==> config.mk <==
export PLATFORM = sky130hd
export DESIGN_NAME = rotate_commit
export DESIGN_NICKNAME = d
export VERILOG_FILES = /design/src/rtl/rotate_commit.sv
export SDC_FILE = /design/constraint.sdc
export NUM_CORES = 1
export LEC_CHECK = 0
export CAP_MARGIN = 5
export CORE_UTILIZATION = 35
export DETAILED_ROUTE_END_ITERATION = 10
export SLEW_MARGIN = 20
export SYNTH_ARGS = -nofsm -noshare
export SYNTH_HDL_FRONTEND = slang
export SYNTH_SLANG_ARGS = --single-unit
==> constraint.sdc <==
create_clock -name clk -period 9.55 [get_ports clk]
set_input_delay 0.955 -clock clk [delete_from_list [all_inputs] [get_ports clk]]
set_output_delay 0.955 -clock clk [all_outputs]
set_load 0.005 [all_outputs]
==> src/rtl/rotate_commit.sv <==
// Rotation initiator: drives the combinational Rotate block, checks the candidate
// against board rows and walls, then commits or rejects. Optional wall kick: ROTATE_WALL_KICK_EN.
module rotate_commit #(
  parameter int BOARD_W = 10,
  parameter int BOARD_H = 20,
  parameter int X_W     = 5,
  parameter int Y_W     = 6,
  parameter int ADDR_W  = 5
) (
  input  logic               clk,
  input  logic               rst,
  input  logic               req_valid,
  output logic               req_ready,
  input  logic [0:15]        req_float,
  input  logic               req_dir,
  input  logic [X_W-1:0]     req_x,
  input  logic [Y_W-1:0]     req_y,
  output logic [0:15]        rot_float,
  output logic               rot_dir,
  input  logic [0:15]        rot_new_float,
  output logic [ADDR_W-1:0]  row_addr,
  input  logic [BOARD_W-1:0] row_data,
  output logic               result_valid,
  output logic               result_ok,
  output logic [0:15]        result_float,
  output logic [1:0]         result_dx,
  output logic               busy
);

  localparam int CW = $clog2(BOARD_W);
  localparam logic signed [X_W:0] COL_LIM = (X_W+1)'(BOARD_W);
  localparam logic signed [Y_W:0] ROW_LIM = (Y_W+1)'(BOARD_H);

  typedef enum logic [2:0] {
    S_IDLE, S_ROT, S_READ0, S_READ1, S_READ2, S_READ3, S_WAIT, S_DONE
  } state_t;

  state_t              r_state, w_next;
  logic [0:15]         r_rotFloat, r_cand, r_resFloat;
  logic                r_rotDir, r_coll, r_resValid, r_resOk;
  logic [X_W-1:0]      r_x;
  logic [Y_W-1:0]      r_y;
  logic [ADDR_W-1:0]   r_rowAddr;

  logic                w_accept, w_addrLoad, w_kick, w_chkEn, w_rowColl, w_passColl, w_cell;
  logic [1:0]          w_addrIdx, w_chkIdx, w_dx;
  logic signed [X_W:0] w_colBase, w_col;
  logic signed [Y_W:0] w_chkRow;

  function automatic logic signed [Y_W:0] rowOf(input logic [Y_W-1:0] y, input logic [1:0] k);
    return $signed({y[Y_W-1], y}) + $signed({{(Y_W-1){1'b0}}, k});
  endfunction

  // Rows above the top or below the bottom are never read meaningfully, so park the address at 0.
  function automatic logic [ADDR_W-1:0] clampAddr(input logic signed [Y_W:0] row);
    if (row[Y_W] || row >= ROW_LIM) return '0;
    return row[ADDR_W-1:0];
  endfunction

`ifdef ROTATE_WALL_KICK_EN
  logic [1:0] r_dx, r_pass, r_resDx;
  assign w_dx      = r_dx;
  assign result_dx = r_resDx;
`else
  assign w_dx      = 2'b00;
  assign result_dx = 2'b00;
`endif

  assign req_ready    = (r_state == S_IDLE);
  assign busy         = (r_state != S_IDLE);
  assign rot_float    = r_rotFloat;
  assign rot_dir      = r_rotDir;
  assign row_addr     = r_rowAddr;
  assign result_valid = r_resValid;
  assign result_ok    = r_resOk;
  assign result_float = r_resFloat;
  assign w_colBase    = $signed({r_x[X_W-1], r_x}) + $signed({{(X_W-1){w_dx[1]}}, w_dx});
  assign w_passColl   = r_coll | w_rowColl;

  always_ff @(posedge clk) begin
    if (rst) r_state <= S_IDLE;
    else     r_state <= w_next;
  end

  always_comb begin
    w_next     = r_state;
    w_accept   = 1'b0;
    w_addrLoad = 1'b0;
    w_addrIdx  = 2'd0;
    w_kick     = 1'b0;
    case (r_state)
      S_IDLE:  if (req_valid) begin w_accept = 1'b1; w_next = S_ROT; end
      S_ROT:   begin w_next = S_READ0; w_addrLoad = 1'b1; w_addrIdx = 2'd0; end
      S_READ0: begin w_next = S_READ1; w_addrLoad = 1'b1; w_addrIdx = 2'd1; end
      S_READ1: begin w_next = S_READ2; w_addrLoad = 1'b1; w_addrIdx = 2'd2; end
      S_READ2: begin w_next = S_READ3; w_addrLoad = 1'b1; w_addrIdx = 2'd3; end
      S_READ3: w_next = S_WAIT;
      S_WAIT: begin
        w_next = S_DONE;
`ifdef ROTATE_WALL_KICK_EN
        if (w_passColl && r_pass != 2'd2) begin
          w_next     = S_READ0;
          w_kick     = 1'b1;
          w_addrLoad = 1'b1;
        end
`endif
      end
      S_DONE:  w_next = S_IDLE;
      default: w_next = S_IDLE;
    endcase
  end

  // Row data lags its address by one cycle, so each state checks the previous row.
  always_comb begin
    w_chkEn  = 1'b1;
    w_chkIdx = 2'd0;
    case (r_state)
      S_READ1: w_chkIdx = 2'd0;
      S_READ2: w_chkIdx = 2'd1;
      S_READ3: w_chkIdx = 2'd2;
      S_WAIT:  w_chkIdx = 2'd3;
      default: w_chkEn  = 1'b0;
    endcase
    w_chkRow  = rowOf(r_y, w_chkIdx);
    w_rowColl = 1'b0;
    w_col     = '0;
    w_cell    = 1'b0;
    for (int c = 0; c < 4; c++) begin
      w_col  = w_colBase + (X_W+1)'(c);
      w_cell = r_cand[{w_chkIdx, 2'(c)}];
      if (w_cell) begin
        if (w_col[X_W] || w_col >= COL_LIM)                   w_rowColl = 1'b1;
        else if (w_chkRow >= ROW_LIM)                          w_rowColl = 1'b1;
        else if (!w_chkRow[Y_W] && row_data[w_col[CW-1:0]])   w_rowColl = 1'b1;
      end
    end
    if (!w_chkEn) w_rowColl = 1'b0;
  end

  always_ff @(posedge clk) begin
    if (rst) begin
      r_rotFloat <= '0;
      r_rotDir   <= 1'b0;
      r_x        <= '0;
      r_y        <= '0;
      r_cand     <= '0;
      r_coll     <= 1'b0;
      r_rowAddr  <= '0;
      r_resValid <= 1'b0;
      r_resOk    <= 1'b0;
      r_resFloat <= '0;
    end else begin
      r_resValid <= 1'b0;
      if (w_accept) begin
        r_rotFloat <= req_float;
        r_rotDir   <= req_dir;
        r_x        <= req_x;
        r_y        <= req_y;
        r_coll     <= 1'b0;
      end
      if (r_state == S_ROT) r_cand <= rot_new_float;
      if (w_addrLoad) r_rowAddr <= clampAddr(rowOf(r_y, w_addrIdx));
      if (w_kick)       r_coll <= 1'b0;
      else if (w_chkEn) r_coll <= r_coll | w_rowColl;
      if (w_next == S_DONE) begin
        r_resValid <= 1'b1;
        r_resOk    <= !w_passColl;
        r_resFloat <= w_passColl ? r_rotFloat : r_cand;
      end
    end
  end

`ifdef ROTATE_WALL_KICK_EN
  // Kick order after a colliding pass: shift left first, then right.
  always_ff @(posedge clk) begin
    if (rst) begin
      r_dx    <= 2'b00;
      r_pass  <= 2'd0;
      r_resDx <= 2'b00;
    end else begin
      if (w_accept) begin
        r_dx   <= 2'b00;
        r_pass <= 2'd0;
      end else if (w_kick) begin
        r_pass <= r_pass + 2'd1;
        r_dx   <= (r_pass == 2'd0) ? 2'b11 : 2'b01;
      end
      if (w_next == S_DONE) r_resDx <= w_passColl ? 2'b00 : r_dx;
    end
  end
`endif

endmodule

After elaboration in Yosys (flattened, before gate mapping)
Cells that the tools add are included.

Register bits after elaboration: 71. Latch bits: 0. RAM bits: 0. ROM bits: 0. Input bits: 57. Output and inout port bits: 44. Logic and storage cells: 113. Memories kept: 0.

$add $sub $neg: 5. Multipliers: 0. Div/mod/pow operators: 0. Order comparisons: 14. Equality and inequality tests: 8. Shift operators: 0. Mux-type cells: 54. Bitwise gates (word level): 5. Reduce and logical (&&, ||, !) cells: 16.

Operator list (number): 1-bit two-way mux (39); 1-bit binary-select mux with 4-bit select (8); 5-bit >= comparator (second input constant) (5); 3-bit case mux with 8 select lines (1); 4-bit by 5-bit < comparator with 1-bit output (second input constant) (4); 4-bit NOT with 5-bit output (4); 6-bit by 5-bit >= comparator with 1-bit output (second input constant) (3); 16-bit two-way mux (1); 3-bit == test (second input constant) (5); 6-bit by 3-bit adder with 7-bit output (2); 7-bit by 6-bit >= comparator with 1-bit output (second input constant) (2); 5-bit by 3-bit adder with 6-bit output (second input constant) (2); 2-bit case mux with 3 select lines (2); 5-bit two-way mux (2); 4-bit OR reduction (2); 5-bit by 2-bit adder with 6-bit output (second input constant) (1); 3-bit by 2-bit == test with 1-bit output (second input constant) (2); 1-bit logical OR (5); 1-bit logical AND (4); 3-bit by 1-bit == test with 1-bit output (second input constant) (1); 3-bit zero test (1); 3-bit two-way mux (1); 3-bit nonzero test (1); 1-bit zero test (2); 2 further kinds (2).

Longest topological paths before layout
Gate-level depths: netlist of the first run.

Depth in word-level cells: 24. Mapped depth: 17. Gate-level depth less buffers: 14.

Worst setup path after synthesis of the first run
No wires, ideal clock.

Path kind: register -> register. From: register r_state[0]. To: register r_resFloat, in the netlist result_float[10]. Library setup time: 128 ps. Data arrival time: 3580 ps. Data required time: 9422 ps. Setup slack: 5842 ps. Cell stages (with the launch flop): 18. Buffers on the path: 3. Clock period less this slack: 3708 ps. Cells stage by stage: dfxtp_1 inv_1 ha_1 buf_2 o21ai_1 inv_1 ha_1 fa_1 nand2_1 o21ai_0 a2111oi_0 a211o_1 a21oi_1 a2111oi_4 or2_1 buf_4 buf_8 a211oi_1.

Cells in the longest elaborated chain, start to end: 24. Elaborated cells between the ends (all ways): 56. Those cells by class: add/sub: 1; order compare: 1; eq/ne: 8; mux: 34; bitwise: 5; reduce/logical: 7.

RTL lines: from (decl) (RTL line 38) `state_t r_state, w_next;`; from (signal assigned) (RTL line 82) `else r_state <= w_next;`; parallel branches: the longest is 24 deep, another holds 6-bit by 3-bit adder with 7-bit output; to (signal assigned) (RTL line 168) `r_resFloat <= w_passColl ? r_rotFloat : r_cand;`; to (decl) (RTL line 39) `logic [0:15] r_rotFloat, r_cand, r_resFloat;`.

Parallel ways; which one is timed is not known. The select of a mux whose other input is x is not followed. A chain may end at the register's enable or synchronous reset.

Worst setup path after layout of the first run
From: register r_state[0]. To: register r_resFloat, in the netlist result_float[0].

Same word-level chain as after synthesis.

==> impl_metrics.yaml, run 1 <==
setup_path:
  worstRegToRegCells: 14
  crit_path_end_kind: "register"
  cp_slowest_cell: "a2111oi_4"
  cp_data_required_time_ns: 9.73
  r2r-start: "r_state[0]$_SDFF_PP0_"
  max_stage_delay_ns: 1.01
  crit_path_cell_trace: "inv_1, ha_1, o21ai_1, inv_1, ha_1, fa_1, nand2_1, o21ai_0, a2111oi_0, a211o_1, a21oi_1, a2111oi_4, or2_1, a211oi_1"
  worstPathMaxFanout: 18
  crit_arrival_ns: 5.19
  r2r-end: "result_float[0]$_SDFFE_PP0P_"
  critPathKind: "register to register"
  r2r_slack_ns: 4.53
  cp-start-kind: "register"
floorplanning:
  die_x_um: 108.7
  design.portCount: 101
  dieArea_um2: 11810
  num_rows: 38
  core_um2: 10980
  initial_utilization_pct: 36.26
  die_h_um: 108.7
placement:
  port_buffers: 98
  post-place-cells: 698
  dpl.hpwl_um: 8044
  gp_congestion: 0.8487
  place_ws_ns: 4.604
yosys:
  netlist_area_um2: 3983
  synthDistinctLibCells: 54
  synth-seq-cells: 71
  synth-compound-area-share_pct: 22.15
  ys_warn_count: 0
  synthMuxAreaShare_pct: 7.132
  yosysSeqAreaShare_pct: 35.69
  avgSynthCellArea_um2: 8.046
  synth-edff-count: 0
  synthSimpleGateAreaFrac_pct: 21.05
  synth_adder_area_share_pct: 6.346
  async_flop_share_pct: 0
  yosys.area_share.xor_xnor_pct: 1.539
  synth_top_family_by_area: "compound AO/OA/AOI/OAI gates"
  synth_flop_cell: "dfxtp_1"
  netlist_instances: 495
sta:
  period_needed_ns: 5.015
  worstMarginPinSlew_ns: 1.129
  fmax_ghz: 0.1994
  finClkSkew_ns: 0.006561
  rsz0062_at_grt: "no"
  slew_viol_final: 0
  setup_tns_ns: 0
  period_share_pct: 52.51
  relSlewSlack_pct: 24.70
  fin_ws_ns: 4.535
  setup_violations: 0
  hold_viol_final: 0
finish:
  final_cell_mix: "nand2_1, clkdlybuf4s50_1, dfxtp_1"
  nets: 645
  final_common_cell: "nand2_1"
  synthToLayoutAreaGrowth_pct: 32.74
  antenna_cells: 0
  post-route-util_pct: 48.13
  drive_gt1_share_pct: 6.446
  layoutNonFillerInstCount: 714
global_routing:
  grt_pass1_wl_um: 18240
  grt_max_degree: 72
  globalRouteOverflowTotal: 0
  grt_pass1_vias: 3644
  antenna_found_initial: 0
  globalRouteTotalUtil_pct: 19.91
min_path:
  hold_path.class: "register to register"
  min_path_cells: 2
  hold_path_end: "row_addr[4]$_SDFFE_PP0P_"
  hold_start: "row_addr[4]$_SDFFE_PP0P_"
job:
  max_cap_viol_count: 0
route:
  dr.pass1.iters: 4
  drt-vias-per-instance: 5.273
  ant_nets: 0
  vias: 3765
  wl_per_cell_um: 15.88
  first_iter_violations: 208
  drt_wl_total_um: 11340
  drc: 0
clocking:
  ctsResizeCount: 0
  cts_tree: "done"
  ctsHoldBuffers: 0
  numCtsBuffers: 9
  cts.sinks: 71
  insertion_delay_ns: 0.34
  root_buffer: "clkbuf_16"
  cts.clk_slew.worst_paths_ns: 0.06
  ctsHtreeMaxLevel: 3
  post_cts_buffers: 0
  clockBufferDepth: 2
pwr:
  power_density_nw_per_um2: 206.6
  ir_drop_v: 0.0001098
  p_leak_nw: 2.066
run_status:
  status: "completed"
## power by group
group | internal, mW | switching (mW) | total, mW
clock network | 0.210 | 0.129 | 0.339
logic | 0.161 | 0.204 | 0.365
registers | 0.338 | 0.0509 | 0.388
## worst max-delay path: cells and delay by family (launching register included)
family,cells,cell delay [ns]
AO/OA/AOI/OAI,7,2.51
flip-flops,1,0.38
adder cells (fa/ha/maj),3,0.97
AND/OR/NAND/NOR,2,0.71
buffers and inverters,2,0.25
## cell usage after synthesis, drive strengths merged, types with 5 or more instances
library cell	instances	area share (%)
buf	13	2.2
inv	14	1.3
nor2	32	3.0
xnor2	6	1.3
o21bai	18	3.4
nor3	6	0.75
dfxtp	71	36
ha	17	5.3
mux4	8	4.7
a21oi	63	7.9
nor4	16	2.5
clkbuf	26	2.5
o21ai	8	1.1
nand3	6	0.75
nand2	110	10
nor2b	6	0.94
a211oi	21	4.0
mux2	5	1.4
## layer usage
| layer | global-route usage, % | share of wire (%) | vias to the layer above |
|---|---|---|---|
| li1 | - | - | 1885 |
| met1 | 26.70 | 47 | 1768 |
| met2 | 32.55 | 47 | 104 |
| met3 | 3.228 | 4.7 | 8 |
| met4 | 6.467 | 0.99 | 0 |
| met5 | 0 | 0 | - |
## how the worst max path moves through the flow
stage / startpoint / end / slack [ns] / cells past startpoint
after floorplan: r_state[0]$_SDFF_PP0_ / result_float[10]$_SDFFE_PP0P_ / 5.84 / 17
after global placement: r_state[0]$_SDFF_PP0_ / result_float[10]$_SDFFE_PP0P_ / 4.97 / 14
after detailed placement: r_state[0]$_SDFF_PP0_ / result_float[8]$_SDFFE_PP0P_ / 4.60 / 14
after CTS: r_state[0]$_SDFF_PP0_ / result_float[0]$_SDFFE_PP0P_ / 4.58 / 14
after global routing: r_state[0]$_SDFF_PP0_ / result_float[0]$_SDFFE_PP0P_ / 4.09 / 14
final: r_state[0]$_SDFF_PP0_ / result_float[0]$_SDFFE_PP0P_ / 4.53 / 14
## final cells by class
class,instances,area [µm²]
Multi-Input combinational cell,372,2338
Tap cell,140,175.2
Clock buffer,12,246.5
Sequential cell,71,1421
Timing Repair Buffer,101,998.5
Inverter,14,52.55
Fill cell,1073,5697
Clock inverter,4,53.80
## sequential cells by signal, summed over array words and instances (netlist names)
| name | cells |
|---|---|
| result_valid | 1 |
| r_x | 5 |
| r_state | 3 |
| rot_float | 16 |
| r_cand | 16 |
| rot_dir | 1 |
| row_addr | 5 |
| r_y | 6 |
| result_ok | 1 |
| r_coll | 1 |
| result_float | 16 |
## cell families after synthesis
group	count (synthesis)
xor+xnor	7
mux	17
buf+inv	53
fa+ha+maj	19
other cells	1
compound gates	135
flops	71
simple gates	192
## through the flow
stage	hold WS, ns	total power, mW	area (µm²)
4_1_cts	0.4627	1.099	5280
5_1_grt	0.4851	1.158	5286
2_1_floorplan	0.4483	0.6273	3986
3_5_place_dp	0.4499	0.7569	4980
3_3_place_gp	0.4452	0.7525	4977
6_report	0.4584	1.092	5286
Power figures use the tool's default switching activity.
==> run 2, diff against run 1 <==
Clock period 9.55 ns to 4.8 ns, I/O delays scaled along.
==> run 2 against run 1 <==
Effect of this change: critical path depth unchanged; design area up 0.90%; register-to-register slack worse by 4.1 ns; combinational power up 100%; worst hold slack better by 0.00070 ns; power up 110%; worst setup slack worse by 4.1 ns; routed wire length down 0.64%; via count about the same; clock power up 120%; fmax up 15%.
==> impl_metrics.yaml, run 2 (synthesis results as in run 1) <==
route:
  wl_per_cell_um: 15.72
  ant_nets: 0
  drt_wl_total_um: 11270
  drt-vias-per-instance: 5.255
  vias: 3768
  first_iter_violations: 270
  drc: 0
  dr.pass1.iters: 6
clocking:
  cts.clk_slew.worst_paths_ns: 0.06
  root_buffer: "clkbuf_16"
  cts.sinks: 71
  clockBufferDepth: 2
  insertion_delay_ns: 0.33
  ctsResizeCount: 0
  ctsHtreeMaxLevel: 3
  post_cts_buffers: 0
  ctsHoldBuffers: 0
  numCtsBuffers: 9
  cts_tree: "done"
floorplanning:
  design.portCount: 101
  initial_utilization_pct: 36.26
  die_h_um: 108.7
  dieArea_um2: 11810
  num_rows: 38
  die_x_um: 108.7
  core_um2: 10980
global_routing:
  globalRouteOverflowTotal: 0
  grt_pass1_wl_um: 18260
  antenna_found_initial: 0
  grt_pass1_vias: 3655
  globalRouteTotalUtil_pct: 19.84
  grt_max_degree: 72
sta:
  rsz0062_at_grt: "no"
  finClkSkew_ns: 0.01085
  period_share_pct: 90.52
  worstMarginPinSlew_ns: 0.7987
  hold_viol_final: 0
  period_needed_ns: 4.345
  fmax_ghz: 0.2302
  relSlewSlack_pct: 46.70
  fin_ws_ns: 0.4550
  setup_tns_ns: 0
  slew_viol_final: 0
  setup_violations: 0
finish:
  post-route-util_pct: 48.56
  fin_area_um2: 5334
  drive_gt1_share_pct: 7.106
  final_common_cell: "nand2_1"
  final_cell_mix: "nand2_1, clkdlybuf4s50_1, dfxtp_1"
  synthToLayoutAreaGrowth_pct: 33.93
  antenna_cells: 0
  nets: 648
setup_path:
  crit_start: "r_state[0]$_SDFF_PP0_"
  r2r_slack_ns: 0.46
  r2r-start: "r_state[0]$_SDFF_PP0_"
  crit_path_end_kind: "register"
  max_stage_delay_ns: 0.60
  critPathKind: "register to register"
  crit_path_cell_trace: "inv_1, ha_1, o21ai_1, inv_1, ha_1, fa_1, nand2_1, o21ai_0, a2111oi_0, a211o_1, a21oi_1, a2111oi_4, or2_1, a211oi_1"
  cp_slowest_cell: "or2_1"
  cp-start-kind: "register"
  endpoint: "result_float[11]$_SDFFE_PP0P_"
  worstRegToRegCells: 14
  r2r-end: "result_float[11]$_SDFFE_PP0P_"
  crit_arrival_ns: 4.52
  cp_data_required_time_ns: 4.98
  worstPathMaxFanout: 17
placement:
  port_buffers: 98
  gp_congestion: 0.8234
  place_ws_ns: 0.4342
  dpl.hpwl_um: 8078
  place_area_um2: 5002
job:
  max_cap_viol_count: 0
pwr:
  p_leak_nw: 2.102
  power_density_nw_per_um2: 420.1
  ir_drop_v: 0.0002423
min_path:
  hold_start: "row_addr[4]$_SDFFE_PP0P_"
  hold_path.class: "register to register"
run_status:
  status: "completed"
-- run 2: layout make-up --
class | count | area (µm²)
clock inverters | 7 | 102.6
clock buffers | 9 | 225.2
repair buffers | 104 | 1021
multi-input cells | 372 | 2336
fillers | 1081 | 5649
inverters | 14 | 52.55
well taps | 140 | 175.2
flip-flops and latches | 71 | 1421
-- run 2: how the worst min path moves through the flow --
| stage | to | slack [ns] | cells past startpoint |
|---|---|---|---|
| floorplan | row_addr[0]$_SDFFE_PP0P_ | 0.45 | 2 |
| finish | row_addr[4]$_SDFFE_PP0P_ | 0.46 | 2 |
| global route | row_addr[2]$_SDFFE_PP0P_ | 0.48 | 2 |
| detailed placement | row_addr[0]$_SDFFE_PP0P_ | 0.45 | 2 |
| global placement | rot_dir$_SDFFE_PP0P_ | 0.45 | 2 |
| CTS | row_addr[4]$_SDFFE_PP0P_ | 0.47 | 2 |
-- run 2: per-stage QoR --
step / total power [mW] / hold slack (ns) / instances
floorplan: 1.248 / 0.4483 / 496
global placement: 1.513 / 0.4464 / 701
detailed placement: 1.522 / 0.4488 / 701
CTS: 2.257 / 0.4667 / 717
global route: 2.384 / 0.4808 / 717
finish: 2.241 / 0.4591 / 717
-- run 2: routing by layer --
layer / vias to the layer above / part of all wire [%] / global-route usage [%]
met2: 96 / 48 / 31.83
met4: 0 / 0.79 / 6.950
met3: 9 / 5.0 / 3.288
met1: 1781 / 46 / 26.87
li1: 1882 / - / -
met5: - / 0 / 0
-- run 2: where the power goes --
group / switching (mW) / leakage, nW / total, mW / internal (mW)
clock network: 0.268 / 0.162 / 0.730 / 0.462
registers: 0.0927 / 0.578 / 0.764 / 0.671
logic: 0.414 / 1.36 / 0.747 / 0.333
total: 0.775 / 2.10 / 2.24 / 1.47
-- run 2: worst max-delay path, delay by kind of cell (launching register included) --
family	cells	cell delay (ns)
AND/OR/NAND/NOR	2	0.69
adder cells (fa/ha/maj)	3	0.97
AO/OA/AOI/OAI	7	1.90
buffers and inverters	2	0.26
flip-flops	1	0.38
==> run 3, diff against run 2 <==
--- a/config.mk
+++ b/config.mk
@@ -9,4 +9,5 @@
 export CORE_UTILIZATION = 35
 export DETAILED_ROUTE_END_ITERATION = 10
+export SKIP_LAST_GASP = 1
 export SLEW_MARGIN = 20
 export SYNTH_ARGS = -nofsm -noshare
==> constraint.sdc (replaced) <==
create_clock -name clk -period 4.8 [get_ports clk]
set_input_delay 0.48 -clock clk [delete_from_list [all_inputs] [get_ports clk]]
set_output_delay 0.48 -clock clk [all_outputs]
set_load 0.05 [all_outputs]
==> results of run 3 <==
Same layout as run 2 (identical final DEF). Status: completed.
Among the figures that moved: total power 2.241 mW -> 2.399 mW; worst IR drop on VDD 0.0002423 V -> 0.0003129 V
